File: src/rtl/adc_capture_seq.sv
// ADC capture sequencer: re-arms the trigger block, cuts its stream into tlast-terminated
// records separated by a holdoff, and forwards beats through a one-deep output buffer.
module adc_capture_seq #(
   parameter int unsigned REC_WIDTH    = 32,
   parameter int unsigned HOLD_WIDTH   = 16,
   parameter int unsigned REARM_CYCLES = 4
) (
   input  logic                  aclk,
   input  logic                  aresetn,
   input  logic                  cfg_arm,
   input  logic                  cfg_abort,
   input  logic [REC_WIDTH-1:0]  cfg_record_len,
   input  logic [15:0]           cfg_num_records,
   input  logic [HOLD_WIDTH-1:0] cfg_holdoff,
   output logic                  adc_reset_trigger,
   output logic                  adc_reset_max_sum,
   input  logic                  s_axis_tvalid,
   input  logic [63:0]           s_axis_tdata,
   output logic                  m_axis_tvalid,
   input  logic                  m_axis_tready,
   output logic [63:0]           m_axis_tdata,
   output logic                  m_axis_tlast,
   output logic [2:0]            sts_state,
   output logic [15:0]           sts_records,
   output logic                  sts_overflow,
   output logic                  sts_busy
);

   localparam int unsigned RearmW = (REARM_CYCLES < 2) ? 1 : $clog2(REARM_CYCLES + 1);

   typedef enum logic [2:0] {
      StIdle     = 3'd0,
      StRearm    = 3'd1,
      StWaitTrig = 3'd2,
      StCapture  = 3'd3,
      StHoldoff  = 3'd4,
      StDone     = 3'd5
   } state_e;

   state_e                r_state,     w_state_nx;
   logic [RearmW-1:0]     r_rearm_cnt, w_rearm_nx;
   logic [REC_WIDTH-1:0]  r_beat_cnt,  w_beat_nx;
   logic [HOLD_WIDTH-1:0] r_hold_cnt,  w_hold_nx;
   logic [15:0]           r_records,   w_records_nx;
   logic                  r_overflow,  w_overflow_nx;
   logic                  r_trig,      w_trig_nx;
   logic                  r_max_sum,   w_max_sum_nx;
   logic                  r_tvalid,    w_tvalid_nx;
   logic [63:0]           r_tdata,     w_tdata_nx;
   logic                  r_tlast,     w_tlast_nx;

   logic [REC_WIDTH-1:0]  w_rec_len;
   logic [HOLD_WIDTH-1:0] w_hold_len;
   logic [REC_WIDTH-1:0]  w_beat_num;
   logic [15:0]           w_rec_inc;
   logic                  w_in_window;
   logic                  w_beat;
   logic                  w_end_rec;
   logic                  w_buf_free;

   assign w_rec_len   = (cfg_record_len == '0) ? REC_WIDTH'(1) : cfg_record_len;
   assign w_hold_len  = (cfg_holdoff == '0) ? HOLD_WIDTH'(1) : cfg_holdoff;
   assign w_in_window = (r_state == StWaitTrig) || (r_state == StCapture);
   assign w_beat      = w_in_window && s_axis_tvalid;
   // The triggering beat in WAIT_TRIG is always beat 1 of the record.
   assign w_beat_num  = (r_state == StWaitTrig) ? REC_WIDTH'(1) : r_beat_cnt + REC_WIDTH'(1);
   assign w_end_rec   = w_beat && (w_beat_num == w_rec_len);
   assign w_rec_inc   = (r_records == 16'hFFFF) ? r_records : r_records + 16'd1;
   assign w_buf_free  = !r_tvalid || m_axis_tready;

   always_comb begin
      w_state_nx    = r_state;
      w_rearm_nx    = r_rearm_cnt;
      w_beat_nx     = r_beat_cnt;
      w_hold_nx     = r_hold_cnt;
      w_records_nx  = r_records;
      w_overflow_nx = r_overflow;
      w_max_sum_nx  = 1'b0;
      w_tvalid_nx   = r_tvalid;
      w_tdata_nx    = r_tdata;
      w_tlast_nx    = r_tlast;

      if (r_tvalid && m_axis_tready) begin
         w_tvalid_nx = 1'b0;
         w_tlast_nx  = 1'b0;
      end
      // A beat that cannot be buffered is lost but still counts toward the record.
      if (w_beat) begin
         if (w_buf_free) begin
            w_tvalid_nx = 1'b1;
            w_tdata_nx  = s_axis_tdata;
            w_tlast_nx  = w_end_rec;
         end else begin
            w_overflow_nx = 1'b1;
         end
      end

      unique case (r_state)
         StIdle, StDone: begin
            if (cfg_arm) begin
               w_state_nx    = StRearm;
               w_rearm_nx    = RearmW'(REARM_CYCLES);
               w_records_nx  = '0;
               w_overflow_nx = 1'b0;
               w_max_sum_nx  = 1'b1;
            end
         end
         StRearm: begin
            w_rearm_nx = r_rearm_cnt - RearmW'(1);
            if (r_rearm_cnt <= RearmW'(1)) begin
               w_state_nx = StWaitTrig;
            end
         end
         StWaitTrig, StCapture: begin
            if (w_beat) begin
               w_state_nx = StCapture;
               w_beat_nx  = w_beat_num;
               if (w_end_rec) begin
                  w_beat_nx    = '0;
                  w_records_nx = w_rec_inc;
                  if ((cfg_num_records != 16'd0) && (w_rec_inc == cfg_num_records)) begin
                     w_state_nx = StDone;
                  end else begin
                     w_state_nx = StHoldoff;
                     w_hold_nx  = w_hold_len;
                  end
               end
            end
         end
         StHoldoff: begin
            w_hold_nx = r_hold_cnt - HOLD_WIDTH'(1);
            if (r_hold_cnt <= HOLD_WIDTH'(1)) begin
               w_state_nx = StWaitTrig;
            end
         end
         default: w_state_nx = StIdle;
      endcase

      // Abort overrides everything, including a simultaneous arm or record completion.
      if (cfg_abort) begin
         w_state_nx    = StIdle;
         w_beat_nx     = '0;
         w_records_nx  = r_records;
         w_overflow_nx = r_overflow;
         w_max_sum_nx  = 1'b0;
         w_tvalid_nx   = 1'b0;
         w_tlast_nx    = 1'b0;
      end

      w_trig_nx = !((w_state_nx == StWaitTrig) || (w_state_nx == StCapture));
   end

   always_ff @(posedge aclk) begin
      if (!aresetn) begin
         r_state     <= StIdle;
         r_rearm_cnt <= '0;
         r_beat_cnt  <= '0;
         r_hold_cnt  <= '0;
         r_records   <= '0;
         r_overflow  <= 1'b0;
         r_trig      <= 1'b1;
         r_max_sum   <= 1'b0;
         r_tvalid    <= 1'b0;
         r_tdata     <= '0;
         r_tlast     <= 1'b0;
      end else begin
         r_state     <= w_state_nx;
         r_rearm_cnt <= w_rearm_nx;
         r_beat_cnt  <= w_beat_nx;
         r_hold_cnt  <= w_hold_nx;
         r_records   <= w_records_nx;
         r_overflow  <= w_overflow_nx;
         r_trig      <= w_trig_nx;
         r_max_sum   <= w_max_sum_nx;
         r_tvalid    <= w_tvalid_nx;
         r_tdata     <= w_tdata_nx;
         r_tlast     <= w_tlast_nx;
      end
   end

   assign adc_reset_trigger = r_trig;
   assign adc_reset_max_sum = r_max_sum;
   assign m_axis_tvalid     = r_tvalid;
   assign m_axis_tdata      = r_tdata;
   assign m_axis_tlast      = r_tlast;
   assign sts_state         = r_state;
   assign sts_records       = r_records;
   assign sts_overflow      = r_overflow;
   assign sts_busy          = (r_state == StRearm) || (r_state == StWaitTrig) ||
                              (r_state == StCapture) || (r_state == StHoldoff);

endmodule
File: config.mk
export PLATFORM = sky130hd
export DESIGN_NAME = adc_capture_seq
export DESIGN_NICKNAME = d
export VERILOG_FILES = /design/src/rtl/adc_capture_seq.sv
export SDC_FILE = /design/constraint.sdc
export NUM_CORES = 1
export LEC_CHECK = 0
export CAP_MARGIN = 15
export CORE_MARGIN = 1.5
export CORE_UTILIZATION = 40
export CTS_BUF_LIST = sky130_fd_sc_hd__clkbuf_8
export DETAILED_ROUTE_END_ITERATION = 16
export GPL_TIMING_DRIVEN = 0
export PLACE_DENSITY_LB_ADDON = 0.25
export SLEW_MARGIN = 15
export SYNTH_ARGS = -nofsm -noshare
export SYNTH_HDL_FRONTEND = slang
export SYNTH_SLANG_ARGS = --single-unit
File: constraint.sdc
create_clock -name aclk -period 3.74 [get_ports aclk]
set_input_delay 0.374 -clock aclk [delete_from_list [all_inputs] [get_ports aclk]]
set_output_delay 0.374 -clock aclk [all_outputs]
set_load 0.02 [all_outputs]
==> metrics.md <==
| Metric | Value |
|---|---|
| Distinct cell type count after synthesis | 85 |
| Final ANT Viol Nets | 0 |
| Worst stage delay on the critical path | 530 ps |
| P&R area growth vs syn | 44.82% |
| Startpoint types | register |
| Total track usage | 25.71% |
| Status | complete, but fails checks |
| Worst path bufs/invs | 4 |
| Cts bufs inserted | 17 |
| Stages on the worst setup path | 15 |
| First-pass GRT wire length | 44140 um |
| # setup viols final | 9 |
| Routability cong. | 0.9444 |
| Compound-Gate Fraction of Synth Area | between 20% and 30% |
| Die area | 0.02115 sq mm |
| Placed Cells | roughly 1600 |
| Syn_area_per_cell | between 7 and 8 sq um |
| Die X-Extent | roughly 150 um |
| Synth area leader | dfxtp_1 |
| Skew final | 15.21 ps |
| Grt total ovfl | 0 |
| Clock buffer depth | 2 |
| Hold Startpoint | s_axis_tdata[40] |
| Worst hold path class | primary input to register |
| CTS tree | done |
| CP arrival | 4140 ps |
| Hold Crit Endpoint | m_axis_tdata[40]$_SDFFE_PN0P_ |
| CP Data Required Time | 4080 ps |
| Design area | between 0.01 and 0.015 sq mm |
| #FFs+latches synth | 139 |
| Pleak | 3.995 nW |
| DRC | 0 |
| CP Cell Sequence | buf_4 -> nand3_2 -> or4_1 -> clkbuf_4 -> o31a_1 -> o21ai_2 -> xnor2_1 -> or4_4 -> nor4_4 -> buf_6 -> nand3_4 -> a21o_4 -> buf_8 -> o211ai_2 -> o31ai_1 |
| Via count | 9162 |
| Clk_lat worst skew | 470 ps |
| Area after DPL | 0.01066 sq mm |
| Antenna cell count | 0 |
| Hold Path Depth | 3 |
| # rows | 51 |
| Drt first pass iters | 7 |
| H-Tree Depth | 4 |
| Slowest-stage cell, CP | or4_1 |
| Area occupied by multi-input gates | 0.005226 sq mm |
| # fillers | 1791 |
| Core area | around 0.02 sq mm |
| Fin Setup TNS | -154.3 ps |
| Die Y | between 100 and 150 um |
| Worst slew pin tran | 790.2 ps |
| Crit. End Element | register |
| Fin nets | about 1500 |
| Top-area cell type share of the netlist area | around a third |
| Slew Viols, Final | 0 |
| Post-Synth Adder-Cell Area | 0.9254% |
| CP delay by family, top | simple AND/OR/NAND/NOR gates |
| Synthesized Nets | 1222 |
| FMAX | 263.6 MHz |
| Post-DP HPWL | slightly above 20000 um |
| Ys Warns | 0 |
| Final Hold Vio Count | 0 |
| Number of global-route vias before repair | approximately 8500 |
| Final period utilization | 101.4% |
| WL/cell | between 15 and 20 um |
| Failing checks | setup timing |
| PwrDens | roughly 270 mW/mm^2 |
| Reg2reg setup slack | -50 ps |
| Area contributors post-synth | dfxtp_1, nand2_1, a21oi_1, o21ai_0, xnor2_1 |
| Buffers on Ports | 221 |
| Peak VDD IR | 0.2128 mV |
| Mux share of post-synthesis cell area | 1.249% |
| Hold buffer count at cts | 0 |
| Worst hold margin | 439.1 ps |
| Largest net degree at the start of global routing | 17 |
| Synthesized cell area | 0.008113 sq mm |
| Clk sinks | about 140 |
| Share of post-route cells with drive strength above 1 | a little under an eighth |
| Synth Area in XOR/XNOR | just under 6% |
| Starting DRT DRC Count | 766 |
| I/O Pins | 223 |
| Number of synthesized flops with an enable pin | 0 |
| Min Clock Period, post-route | 3794 ps |
| Starting Density | between 40% and 50% |
| Seq. cell area | 0.002806 sq mm |
| Largest family of logic cells by synthesized area | simple AND/OR/NAND/NOR gates |
| Register area share after synthesis | roughly a third |
| CP Class | register to register |
| Util after Layout | 59.78% |
| Routed Wire Length | 28470 um |
| Antenna violations before repair | 0 |
| Dpl ws | -868.8 ps |
| Worst R2R Start | r_beat_cnt[9]$_SDFFE_PP0P_ |
| Vias per cell | about 5.6 |
| Post-route setup slack | -53.54 ps |
| Crit Path Max Fanout | 10 |
| Ys async rst share | 0% |
| Worst r2r dst | sts_records[3]$_SDFFE_PN0P_ |
| RSZ-0062 raised after global routing | true |
| Post-Synthesis Cells | roughly 1100 |
| Max-slew headroom | 46.58% |
| Top FF cell, synth | dfxtp_1 |
| Root buffer cell | clkbuf_8 |
| Reg clk slew, reported paths | around 100 ps |
| Max cap viols | 0 |
| Simple logic cell fraction of the synthesized area | 28.73% |
| Reg2Reg Depth | 15 |
| Total power | 3.217 mW |
| Finished Layout Cells | 1624 |
state kept, by name, indices dropped and copies added, names as in the netlist:
name	cells
adc_reset_trigger	1
r_hold_cnt	16
sts_state	3
adc_reset_max_sum	1
r_rearm_cnt	3
r_beat_cnt	32
m_axis_tlast	1
sts_records	16
m_axis_tdata	64
m_axis_tvalid	1
sts_overflow	1
worst reg2reg max path, delay by kind of cell (launching register included):
| family | cells | cell delay [ps] |
|---|---|---|
| AOI/OAI and AO/OA | 5 | 1040 |
| xor gates and xnor gates | 1 | 80 |
| buffers and inverters | 4 | 680 |
| DFF | 1 | 320 |
| and+or+nand+nor | 5 | 1540 |
cells in the final DEF (no fill, tap or decap), types with 6 or more instances in the layout:
| cell | Yosys | routed |
|---|---|---|
| o21ai_0 | 58 | 40 |
| nand4_1 | 15 | 15 |
| clkdlybuf4s50_1 | 0 | 221 |
| clkbuf_8 | 0 | 17 |
| o22ai_1 | 6 | 6 |
| buf_4 | 1 | 26 |
| o21a_1 | 7 | 7 |
| o31ai_1 | 22 | 22 |
| inv_8 | 0 | 7 |
| nand3_1 | 32 | 24 |
| nor4_1 | 31 | 26 |
| nand2b_1 | 15 | 14 |
| buf_6 | 3 | 10 |
| dfxtp_1 | 139 | 126 |
| o211ai_1 | 8 | 8 |
| and2_1 | 9 | 9 |
| nand3_2 | 1 | 6 |
| nand2_1 | 212 | 211 |
| o31a_1 | 7 | 7 |
| xnor2_1 | 31 | 31 |
| dfxtp_2 | 0 | 10 |
| and4_1 | 10 | 10 |
| clkbuf_1 | 56 | 43 |
| inv_1 | 18 | 18 |
| and3_1 | 12 | 12 |
| a21o_1 | 8 | 7 |
| o21ai_1 | 4 | 20 |
| a31oi_1 | 11 | 11 |
| nor2_1 | 67 | 64 |
| mux2i_1 | 9 | 9 |
| nor3_1 | 16 | 16 |
| xor2_1 | 21 | 21 |
| a21oi_1 | 123 | 119 |
| or3_1 | 8 | 7 |
layer usage:
metal | vias up | routed length [um] | track usage, %
met5 | - | 0 | 0
met4 | 0 | 810 | 10.10
met3 | 59 | 2425 | 6.113
met2 | 421 | 13430 | 43.24
met1 | 4233 | 11800 | 31.72
li1 | 4449 | - | -
logic make-up (layout without fill, tap and decap cells):
| logic type | Yosys count | in the layout |
|---|---|---|
| AND/OR/NAND/NOR | 471 | 471 |
| AO/OA/AOI/OAI | 311 | 311 |
| flip-flops | 139 | 139 |
| buffers and inverters | 92 | 369 |
| XOR/XNOR | 53 | 53 |
| multiplexers | 10 | 10 |
| adder cells (fa/ha/maj) | 6 | 6 |
timing repair:
item / 4_1_cts / 5_1_grt
setup buffers: 10 / 17
gates resized for setup: 66 / 60
cloned: 1 / 4
setup endpoints to repair: 69 / 67
pin swaps: 16 / 24
area by class of cell:
type	instances	share of cell area [%]
repair buffers	253	21.52
plain buffers	65	3.003
well taps	265	2.822
multi-input cells	851	44.48
flip-flops and latches	139	23.89
clock buffers	17	1.991
inverters	19	0.6070
clock inverters	15	1.683
power breakdown:
| group | total [mW] | internal (mW) | leakage (nW) | switching [mW] |
|---|---|---|---|---|
| Sequential | 1.49 | 1.49 | 1.13 | 0.00679 |
| Combinational | 0.367 | 0.202 | 2.65 | 0.165 |
| Clock | 1.36 | 0.636 | 0.218 | 0.722 |
how the worst max path moves through the flow:
| stage | from | to | slack [ps] |
|---|---|---|---|
| after CTS | r_beat_cnt[3]$_SDFFE_PP0P_ | sts_records[4]$_SDFFE_PN0P_ | 9 |
| after floorplan | r_beat_cnt[2]$_SDFFE_PP0P_ | sts_records[4]$_SDFFE_PN0P_ | 10 |
| final | r_beat_cnt[9]$_SDFFE_PP0P_ | sts_records[3]$_SDFFE_PN0P_ | -50 |
| after global placement | sts_state[0]$_SDFF_PN0_ | r_beat_cnt[19]$_SDFFE_PP0P_ | -870 |
| after detailed placement | r_beat_cnt[0]$_SDFFE_PP0P_ | r_beat_cnt[19]$_SDFFE_PP0P_ | -870 |
| after global routing | r_beat_cnt[3]$_SDFFE_PP0P_ | sts_records[0]$_SDFFE_PN0P_ | -210 |
cell usage after synthesis (all sizes together), types with 8 or more instances:
master	count
and3	12
or4	9
nor2	69
a31oi	11
a21oi	125
nand2b	15
a21o	8
o21ai	62
nor3	16
xor2	21
inv	19
nand4	16
or3	9
nand3	33
o31ai	22
mux2i	9
and2	9
and4	11
nor4	33
clkbuf	56
buf	17
dfxtp	139
xnor2	31
o211ai	10
nand2	212
(Power assumes the default switching activity.)
